<file path="config.mk">
export PLATFORM = sky130hd
export DESIGN_NAME = pc_if_id_reg
export DESIGN_NICKNAME = d
export VERILOG_FILES = /design/src/rtl/mips_pkg.sv /design/src/rtl/if_id_latch.sv /design/src/rtl/pc_if_id_reg.sv
export SDC_FILE = /design/constraint.sdc
export NUM_CORES = 1
export LEC_CHECK = 0
export BUFFER_PORTS_ARGS = -buffer_cell sky130_fd_sc_hd__buf_2
export CAP_MARGIN = 20
export CORE_MARGIN = 8
export CORE_UTILIZATION = 40
export CTS_CLUSTER_DIAMETER = 100
export DETAILED_ROUTE_END_ITERATION = 7
export PLACE_DENSITY = 0.73
export SETUP_SLACK_MARGIN = 0.02
export SYNTH_ARGS = -nofsm -noshare
export SYNTH_HDL_FRONTEND = slang
export SYNTH_SLANG_ARGS = --single-unit
</file>
<file path="constraint.sdc">
create_clock -name clk -period 1.22 [get_ports clk]
set_input_delay 0.122 -clock clk [delete_from_list [all_inputs] [get_ports clk]]
set_output_delay 0.122 -clock clk [all_outputs]
set_load 0.1 [all_outputs]
</file>
<file path="src/rtl/mips_pkg.sv">
// Shared fetch-stage definitions: widths, special encodings and the fetch FSM state type.
package mips_pkg;

    localparam int          PC_W      = 12;
    localparam int          INSTR_W   = 32;
    localparam logic [31:0] NOP_INSTR = 32'h0;
    localparam logic [5:0]  OPC_HLT   = 6'h3F;

    typedef enum logic {
        ST_RUN    = 1'b0,
        ST_HALTED = 1'b1
    } fetch_state_t;

endpackage

</file>
<file path="src/rtl/if_id_latch.sv">
// IF/ID pipeline latch: flush (load a bubble) beats load, otherwise hold.
module if_id_latch
    import mips_pkg::*;
(
    input  logic               clk,
    input  logic               reset_n,
    input  logic               load,
    input  logic               flush,
    input  logic [INSTR_W-1:0] instr_d,
    input  logic [PC_W-1:0]    npc_d,
    output logic [INSTR_W-1:0] instr_q,
    output logic [PC_W-1:0]    npc_q,
    output logic               valid_q
);

    logic [INSTR_W-1:0] instr_reg;
    logic [PC_W-1:0]    npc_reg;
    logic               valid_reg;

    // Latch update: a bubble is a NOP with NPC 0 and valid cleared.
    always_ff @(posedge clk or negedge reset_n) begin
        if (!reset_n) begin
            instr_reg <= NOP_INSTR;
            npc_reg   <= '0;
            valid_reg <= 1'b0;
        end else if (flush) begin
            instr_reg <= NOP_INSTR;
            npc_reg   <= '0;
            valid_reg <= 1'b0;
        end else if (load) begin
            instr_reg <= instr_d;
            npc_reg   <= npc_d;
            valid_reg <= 1'b1;
        end
    end

    assign instr_q = instr_reg;
    assign npc_q   = npc_reg;
    assign valid_q = valid_reg;

endmodule

</file>
<file path="src/rtl/pc_if_id_reg.sv">
// Fetch stage: PC register, redirect mux, RUN/HALTED FSM and the IF/ID latch.
module pc_if_id_reg
    import mips_pkg::*;
(
    input  logic               clk,
    input  logic               reset_n,
    input  logic [PC_W-1:0]    NPC_reg_out,
    input  logic               lw_use_control_signal,
    input  logic               branch_taken,
    input  logic [PC_W-1:0]    branch_target,
    input  logic               jump_taken,
    input  logic [PC_W-1:0]    jump_target,
    input  logic [INSTR_W-1:0] instr_in,
    output logic [PC_W-1:0]    PC_reg_out,
    output logic [INSTR_W-1:0] IF_ID_instr,
    output logic [PC_W-1:0]    IF_ID_NPC,
    output logic               IF_ID_valid,
    output logic               halted
);

    logic [PC_W-1:0] pc_reg;
    logic [PC_W-1:0] pc_next;
    fetch_state_t    state_reg;
    fetch_state_t    state_next;
    logic            latch_load;
    logic            latch_flush;

    logic            redirect;
    logic [PC_W-1:0] redirect_target;
    logic            is_hlt;

    // Branch is resolved in EX, so it is older than a jump in ID and wins.
    assign redirect        = branch_taken | jump_taken;
    assign redirect_target = branch_taken ? branch_target : jump_target;
    assign is_hlt          = (instr_in[31:26] == OPC_HLT);

    // Next-state, next-PC and latch controls: redirect > stall > halted/run.
    always_comb begin
        pc_next     = pc_reg;
        state_next  = state_reg;
        latch_load  = 1'b0;
        latch_flush = 1'b0;
        if (redirect) begin
            pc_next     = {redirect_target[PC_W-1:2], 2'b00};
            state_next  = ST_RUN;
            latch_flush = 1'b1;
        end else if (lw_use_control_signal) begin
            // Everything holds.
        end else if (state_reg == ST_HALTED) begin
            latch_flush = 1'b1;
        end else begin
            latch_load = 1'b1;
            if (is_hlt) begin
                // HLT is captured but the PC stops advancing.
                state_next = ST_HALTED;
            end else begin
                pc_next = NPC_reg_out;
            end
        end
    end

    // PC and FSM state registers.
    always_ff @(posedge clk or negedge reset_n) begin
        if (!reset_n) begin
            pc_reg    <= '0;
            state_reg <= ST_RUN;
        end else begin
            pc_reg    <= pc_next;
            state_reg <= state_next;
        end
    end

    if_id_latch u_if_id_latch (
        .clk     (clk),
        .reset_n (reset_n),
        .load    (latch_load),
        .flush   (latch_flush),
        .instr_d (instr_in),
        .npc_d   (NPC_reg_out),
        .instr_q (IF_ID_instr),
        .npc_q   (IF_ID_NPC),
        .valid_q (IF_ID_valid)
    );

    assign PC_reg_out = pc_reg;
    assign halted     = (state_reg == ST_HALTED);

endmodule
</file>
* Word-level counts from Yosys, hierarchy flattened *
Index checks and enable logic that the tools add are counted.

operators by class
  add/subtract/negate cells = 0
  $mul = 0
  divide/modulo/power cells = 0
  magnitude comparators = 0
  equality and inequality tests = 4
  shifts and indexed selects = 0
  multiplexer cells = 21
  bitwise logic cells = 1
  reductions and logical operators = 2

operators with widths
  kind                                                                      number
  12-bit 2-to-1 mux                                                         7
  32-bit 2-to-1 mux                                                         2
  1-bit 2-to-1 mux                                                          12
  6-bit == test (second input constant)                                     1
  2-bit by 1-bit inequality test with 1-bit output (second input constant)  2
  3-bit AND reduction                                                       1
  2-bit inequality test (second input constant)                             1
  2-bit nonzero test                                                        1
  1-bit OR                                                                  1

word-level totals
  bits in registers = 58
  bits in latches = 0
  bits in writable memories = 0
  bits in read-only memories = 0
  output and inout bits = 58
  memories = 0

* Logic depth before layout (Yosys ltp) *
Gate-level depths: netlist of the first run.

  depth after elaboration = 5
  gate-level depth with buffers = 5

* Hierarchy *
From an unflattened synthesis of the first run, not the netlist that was laid out.

unflattened totals
  cells, all modules = 234
  area total of the unflattened synthesis = 2681.3 µm²

by module, submodules not included
  module        instances  cells each  area each (µm²)  seq. area each (µm²)
  if_id_latch   1          145         1854.3           1126.1
  pc_if_id_reg  1          89          827.0            325.3

* Worst setup path after synthesis of the first run *
OpenSTA, ideal clock, no wires.

  path type = register to register
  from = reg state_reg, in the netlist halted
  to = reg pc_reg[10], in the netlist PC_reg_out[10]
  data arrival time = 1661 ps
  data required time = 1095 ps
  path slack = -566 ps
  stages on the path, launching flop included = 4
  path buffers = 0
  clock period less this slack = 1786 ps
  path through = dfrtp_1 or2_1 a2bb2oi_2 mux2_2

on the way
  word-level cells in the longest chain between the ends = 2

RTL lines
  element                                                     line                RTL
  start, declared                                             pc_if_id_reg.sv:23  fetch_state_t state_reg;
  start signal, assigned                                      pc_if_id_reg.sv:69  state_reg <= state_next;
  2-bit by 1-bit inequality test with 1-bit output (no line)  --
  3-bit AND reduction (no line)                               --
  end signal, assigned                                        pc_if_id_reg.sv:68  pc_reg <= pc_next;
  end, declared                                               pc_if_id_reg.sv:21  logic [PC_W-1:0] pc_reg;

Every way passes these cells.
A chain may end at the register's enable or synchronous reset.

* Worst setup path after layout of the first run *
Same ends and word-level chain as after synthesis.

==> results.tsv, run 1 <==
metric	value	unit
startpoint types	register	
Port Buffers	126	
HP Class	in -> reg	
nets@finish	400	
# diodes	0	
final period utilization	116	%
clock latency on the worst-skew pair	330	ps
Root Buffer	clkbuf_8	
Worst VDD drop	0.000811	V
count of final hold-check violations	0	
Setup CP Type	reg -> reg	
Synth Flop Type	dfrtp_1	
DRC	0	
Layout Area Growth over Synthesis	67.4	%
Initial Util	40.6	%
core area	5820	um2
RSZ-0062 raised after global routing	true	
TritonCTS Buffers	9	
FP Rows	28	
DRT Pass-1 Iters	4	
Die H	92.8	um
Max Fclk	708	MHz
largest net degree at the start of global routing	59	
Seq/Total Area, Yosys	61.5	%
final setup fails	30	
Routed WL per cell	19.0	um
final instance area	3950	um2
Tot GR Track Use	18.5	%
Synth async-reset ratio	100	%
Max Slew Vio Count	0	
H-Tree Level Count	3	
Die Wd	92.8	um
LEAKAGE	0.00198	uW
Top-Level Pins	131	
critical path's slowest cell	dfrtp_4	
Worst EP arrival	1620	ps
failing checks	negative setup slack	
final worst slack	-192	ps
CTS tree	done	
DR vias/cell	5.17	
EDFF count, synth	0	
Final ANT Viol Nets	0	
Starting DRT DRC Count	107	
gpl congestion	0.762	
die area	8620	um2
Clock Path Buffers	2	
max cap viols	0	
global-route wire length before repair	12400	um
max incr delay on CP	490	ps
global route overflow	0	
share of layout cells above drive strength 1	51.5	%
Syn Inst Count	174	
Reg clk slew, reported paths	70	ps
pwr dens	1300	nW/um2
CP Capture Type	register	
final WL	7710	um
Worst-Margin Slew	316	ps
clk sink count	58	
crit path time final	1410	ps
skew final	5.79	ps
initial antenna violation count	0	
dpl ws	-198	ps
HPWL after DPL	5290	um
Post-Syn Nets	247	
fin util	67.9	%
synthesis-stage register bit count	58	
critical path fanouts, max	4	
Ys Warns	0	
Worst slew margin	78.9	%
vias in the first global route	2384	
area of placed instances	3430	um2
cell area after synthesis	2360	um2
outcome	finished, violations left	
crit-path cells	or2_1 -> a2bb2oi_2 -> buf_4 -> mux2_2	
post-synth cell types	25	
critical path required time	1430	ps
Mean Syn Cell Area	13.6	um2
Vias	2104	
[worst paths after layout]
kind | to | cells after the start | start | slack [ps]
max | PC_reg_out[10] | 4 | halted | -190
min | u_if_id_latch.instr_q[4] | 2 | instr_in[4] | 10
max reg2reg | PC_reg_out[10] | 4 | halted | -190
min reg2reg | u_if_id_latch.instr_q[12] | 1 | u_if_id_latch.instr_q[12] | 510
max in group asynchronous | halted | 3 | reset_n | 610
min in group asynchronous | u_if_id_latch.instr_q[15] | 3 | reset_n | 320
[cell families (layout without fill, tap and decap cells)]
logic type,after synthesis,count (layout),share of synthesized area (%)
and+or+nand+nor,25,25,6.20
DFF,58,58,61.5
buffers and inverters,17,175,5.67
AOI/OAI and AO/OA,70,70,24.9
muxes,4,4,1.80
[power by group]
group          switching, uW  internal [uW]
sequential              76.4           2010
clock                    762            929
combinational            904            469
total                   1740           3410
[critical path, delay by kind of cell (launching register included)]
| family | cells | cell delay [ps] |
|---|---|---|
| AOI/OAI and AO/OA | 1 | 130 |
| buffers and inverters | 1 | 140 |
| DFF | 1 | 490 |
| muxes | 1 | 320 |
| and+or+nand+nor | 1 | 220 |
[cells in the mapped netlist, types with 3 or more instances]
cell | number | share of area, %
a22o_1 | 44 | 16
buf_6 | 8 | 3.8
dfrtp_1 | 58 | 61
inv_1 | 3 | 0.48
nand2_1 | 11 | 1.7
nor2b_1 | 8 | 2.1
o21ai_0 | 10 | 2.1
o221a_1 | 8 | 3.8
[what timing repair did]
item,in CTS,in global routing
setup buffers,8,1
hold endpoints to repair,65,0
gates resized for setup,55,3
gates cloned,4,0
hold buffers,8,0
pin swaps,1,6
endpoints found under the setup margin,96,59
[layer usage]
metal / vias up / wire, um / global-route usage, % / part of all wire [%]
li1: 969 / - / - / -
met1: 1028 / 3220 / 22.2 / 42
met2: 95 / 3730 / 29.5 / 48
met3: 12 / 669 / 6.63 / 8.7
met4: 0 / 100 / 7.38 / 1.3
met5: - / 0 / 0 / 0
[layout by cell type (no fill, tap or decap), drive strengths merged, types with 2 or more instances in the layout]
cell type      n
a22o          44
buf          148
clkbuf        10
clkinv         4
dfrtp         58
dlygate4sd3    8
inv            3
mux2           2
mux2i          2
nand2         11
nor2b          8
o211ai         2
o21ai         13
o221a          8
[flip-flops by register name (all words and copies together) (netlist names)]
name and flops:
PC_reg_out 12, halted 1, u_if_id_latch.instr_q 32, u_if_id_latch.npc_q 12, u_if_id_latch.valid_q 1
[area by class of cell]
type	count	area (um2)
Fill cell	447	1860
Tap cell	75	93.8
Multi-Input combinational cell	99	788
Clock buffer	10	128
Timing Repair Buffer	156	1420
Sequential cell	58	1460
Clock inverter	6	57.6
Inverter	3	11.3
[metrics by stage]
step	TNS [ps]	total power, uW	hold WS, ps	std cells
floorplan	-10720	2910	-174	174
global placement	-5600	3380	149	375
detailed placement	-7670	3400	152	375
CTS	-6800	5220	1.24	411
global route	-4620	5340	6.86	407
finish	-3270	5150	13.1	407
Note: power is estimated with default switching activity, not from simulation.
==> run 2, diff against run 1 <==
--- a/config.mk
+++ b/config.mk
@@ -5,12 +5,13 @@
 export SDC_FILE = /design/constraint.sdc
 export NUM_CORES = 1
 export LEC_CHECK = 0
-export BUFFER_PORTS_ARGS = -buffer_cell sky130_fd_sc_hd__buf_2
+export BUFFER_PORTS_ARGS = -buffer_cell sky130_fd_sc_hd__buf_4
 export CAP_MARGIN = 20
 export CORE_MARGIN = 8
 export CORE_UTILIZATION = 40
 export CTS_CLUSTER_DIAMETER = 100
 export DETAILED_ROUTE_END_ITERATION = 7
+export MAX_ROUTING_LAYER = met4
 export PLACE_DENSITY = 0.73
 export SETUP_SLACK_MARGIN = 0.02
 export SYNTH_ARGS = -nofsm -noshare
==> results.tsv, run 2 (synthesis results as in run 1) <==
metric	value	unit	change
outcome	finished, violations left		unchanged
failing checks	negative setup slack		unchanged
Die H	92.8	um	unchanged
final WL	7440	um	was 7710 um
max reg flops	32		unchanged
Layout Area Growth over Synthesis	62.8	%	was 67.4%
Worst EP arrival	1630	ps	was 1620 ps
Die Wd	92.8	um	unchanged
# diodes	0		unchanged
reg-to-reg endpoint	PC_reg_out[10]		unchanged
H-Tree Level Count	3		unchanged
LEAKAGE	0.00197	uW	was 0.00198 uW
total power	5100	uW	was 5150 uW
critical path's slowest cell	dfrtp_4		unchanged
clk sink count	58		unchanged
Finished Layout Cells	404		was 407
HPWL after DPL	5240	um	was 5290 um
worst hold path stage count	2		unchanged
Worst slew margin	71.1	%	was 78.9%
final period utilization	116	%	about the same
clock latency on the worst-skew pair	320	ps	was 330 ps
Buffers & Inverters on Critical Path	1		unchanged
gpl congestion	0.737		was 0.762
Final ANT Viol Nets	0		unchanged
Clock Path Buffers	2		unchanged
core area	5820	um2	unchanged
initial antenna violation count	0		unchanged
HP Class	in -> reg		unchanged
max incr delay on CP	490	ps	about the same
nets@finish	397		was 400
Vias	2024		was 2104
HP Start	instr_in[0]		was instr_in[4]
leading cell type in the layout, fill and taps excluded	buf_4		was buf_2
DRC	0		unchanged
Starting DRT DRC Count	71		was 107
Reg clk slew, reported paths	70	ps	about the same
WHS	16.0	ps	was 13.1 ps
pwr dens	1330	nW/um2	was 1300 nW/um2
reg2reg start	halted		unchanged
vias in the first global route	2246		was 2384
Max Fclk	708	MHz	about the same
Initial Util	40.6	%	unchanged
commonest cells after routing, fill and taps aside	buf_4, dfrtp_1, a22o_1, nand2_1		was buf_2, dfrtp_1, buf_4, a22o_1, buf_12
FP Rows	28		unchanged
final worst slack	-192	ps	about the same
Top-Level Pins	131		unchanged
DRT Pass-1 Iters	4		unchanged
final setup fails	54		was 30
DR vias/cell	5.01		was 5.17
count of final hold-check violations	0		unchanged
Routed WL per cell	18.4	um	was 19.0 um
share of layout cells above drive strength 1	52.3	%	was 51.5%
RSZ-0062 raised after global routing	true		unchanged
critical path fanouts, max	4		unchanged
Reg2Reg Depth	4		unchanged
crit-path cells	or2_1 -> a2bb2oi_2 -> buf_6 -> mux2_2		was or2_1 -> a2bb2oi_2 -> buf_4 -> mux2_2
critical path required time	1440	ps	was 1430 ps
Hold Path End	u_if_id_latch.instr_q[0]		was u_if_id_latch.instr_q[4]
placed cells	375		unchanged
Root Buffer	clkbuf_8		unchanged
startpoint types	register		unchanged
largest net degree at the start of global routing	33		was 59
Tot GR Track Use	18.0	%	was 18.5%
crit path time final	1410	ps	about the same
global route overflow	0		unchanged
Worst VDD drop	0.000725	V	was 0.000811 V
Max Slew Vio Count	0		unchanged
TritonCTS Buffers	9		unchanged
R2R Setup Slk	-190	ps	about the same
Port Buffers	126		unchanged
CTS tree	done		unchanged
fin util	66.1	%	was 67.9%
skew final	8.13	ps	was 5.79 ps
dpl ws	-168	ps	was -198 ps
max cap viols	0		unchanged
Layout fillers	475		was 447
global-route wire length before repair	11800	um	was 12400 um
Setup CP Type	reg -> reg		unchanged
Worst-Margin Slew	434	ps	was 316 ps
CP Capture Type	register		unchanged
die area	8620	um2	unchanged
family with the most delay on the worst path	flip-flops		unchanged
## run 2: worst max path at each step
stage | from | endpoint | slack [ps] | depth (start not counted)
2_1_floorplan | halted | PC_reg_out[10] | -310 | 3
3_3_place_gp | halted | PC_reg_out[8] | -160 | 4
3_5_place_dp | halted | PC_reg_out[8] | -170 | 4
4_1_cts | halted | PC_reg_out[8] | -170 | 4
5_1_grt | halted | PC_reg_out[10] | -220 | 4
6_report | halted | PC_reg_out[10] | -190 | 4
## run 2: metrics by stage
stage	setup TNS [ps]	cell area (um2)
after detailed placement	-6370	3430
final	-3170	3840
after floorplan	-10720	2370
after global placement	-5520	3430
after CTS	-6280	3820
after global routing	-6040	3840
## run 2: per-layer routing
layer / vias up / wire [um] / GRT usage (%)
li1: 960 / - / -
met1: 976 / 3390 / 22.8
met2: 79 / 3460 / 26.7
met3: 9 / 496 / 5.26
met4: 0 / 96 / 6.71
met5: - / 0 / -
## run 2: repair_timing
item                                   4_1_cts  5_1_grt
gates resized for setup                     14        7
setup endpoints to repair                   59       59
buffers inserted                             5        2
endpoints found under the hold margin       33        1
hold buffers                                 4        1
gates cloned                                 3        1
pin swaps                                    0        3
## run 2: area by class of cell
type / instances / area, um2 / share of cell area (%)
sequential: 58 / 1460 / 37.9
inverter: 3 / 11.3 / 0.293
clock buffer: 11 / 141 / 3.68
multi-input combinational: 99 / 788 / 20.5
tap: 75 / 93.8 / 2.44
timing repair buffer: 153 / 1300 / 33.8
clock inverter: 5 / 53.8 / 1.40
## run 2: report_power, final
part | switching, uW | total [uW] | internal (uW)
logic | 899 | 1320 | 421
clock network | 730 | 1720 | 992
registers | 50.3 | 2060 | 2010
total | 1680 | 5100 | 3420
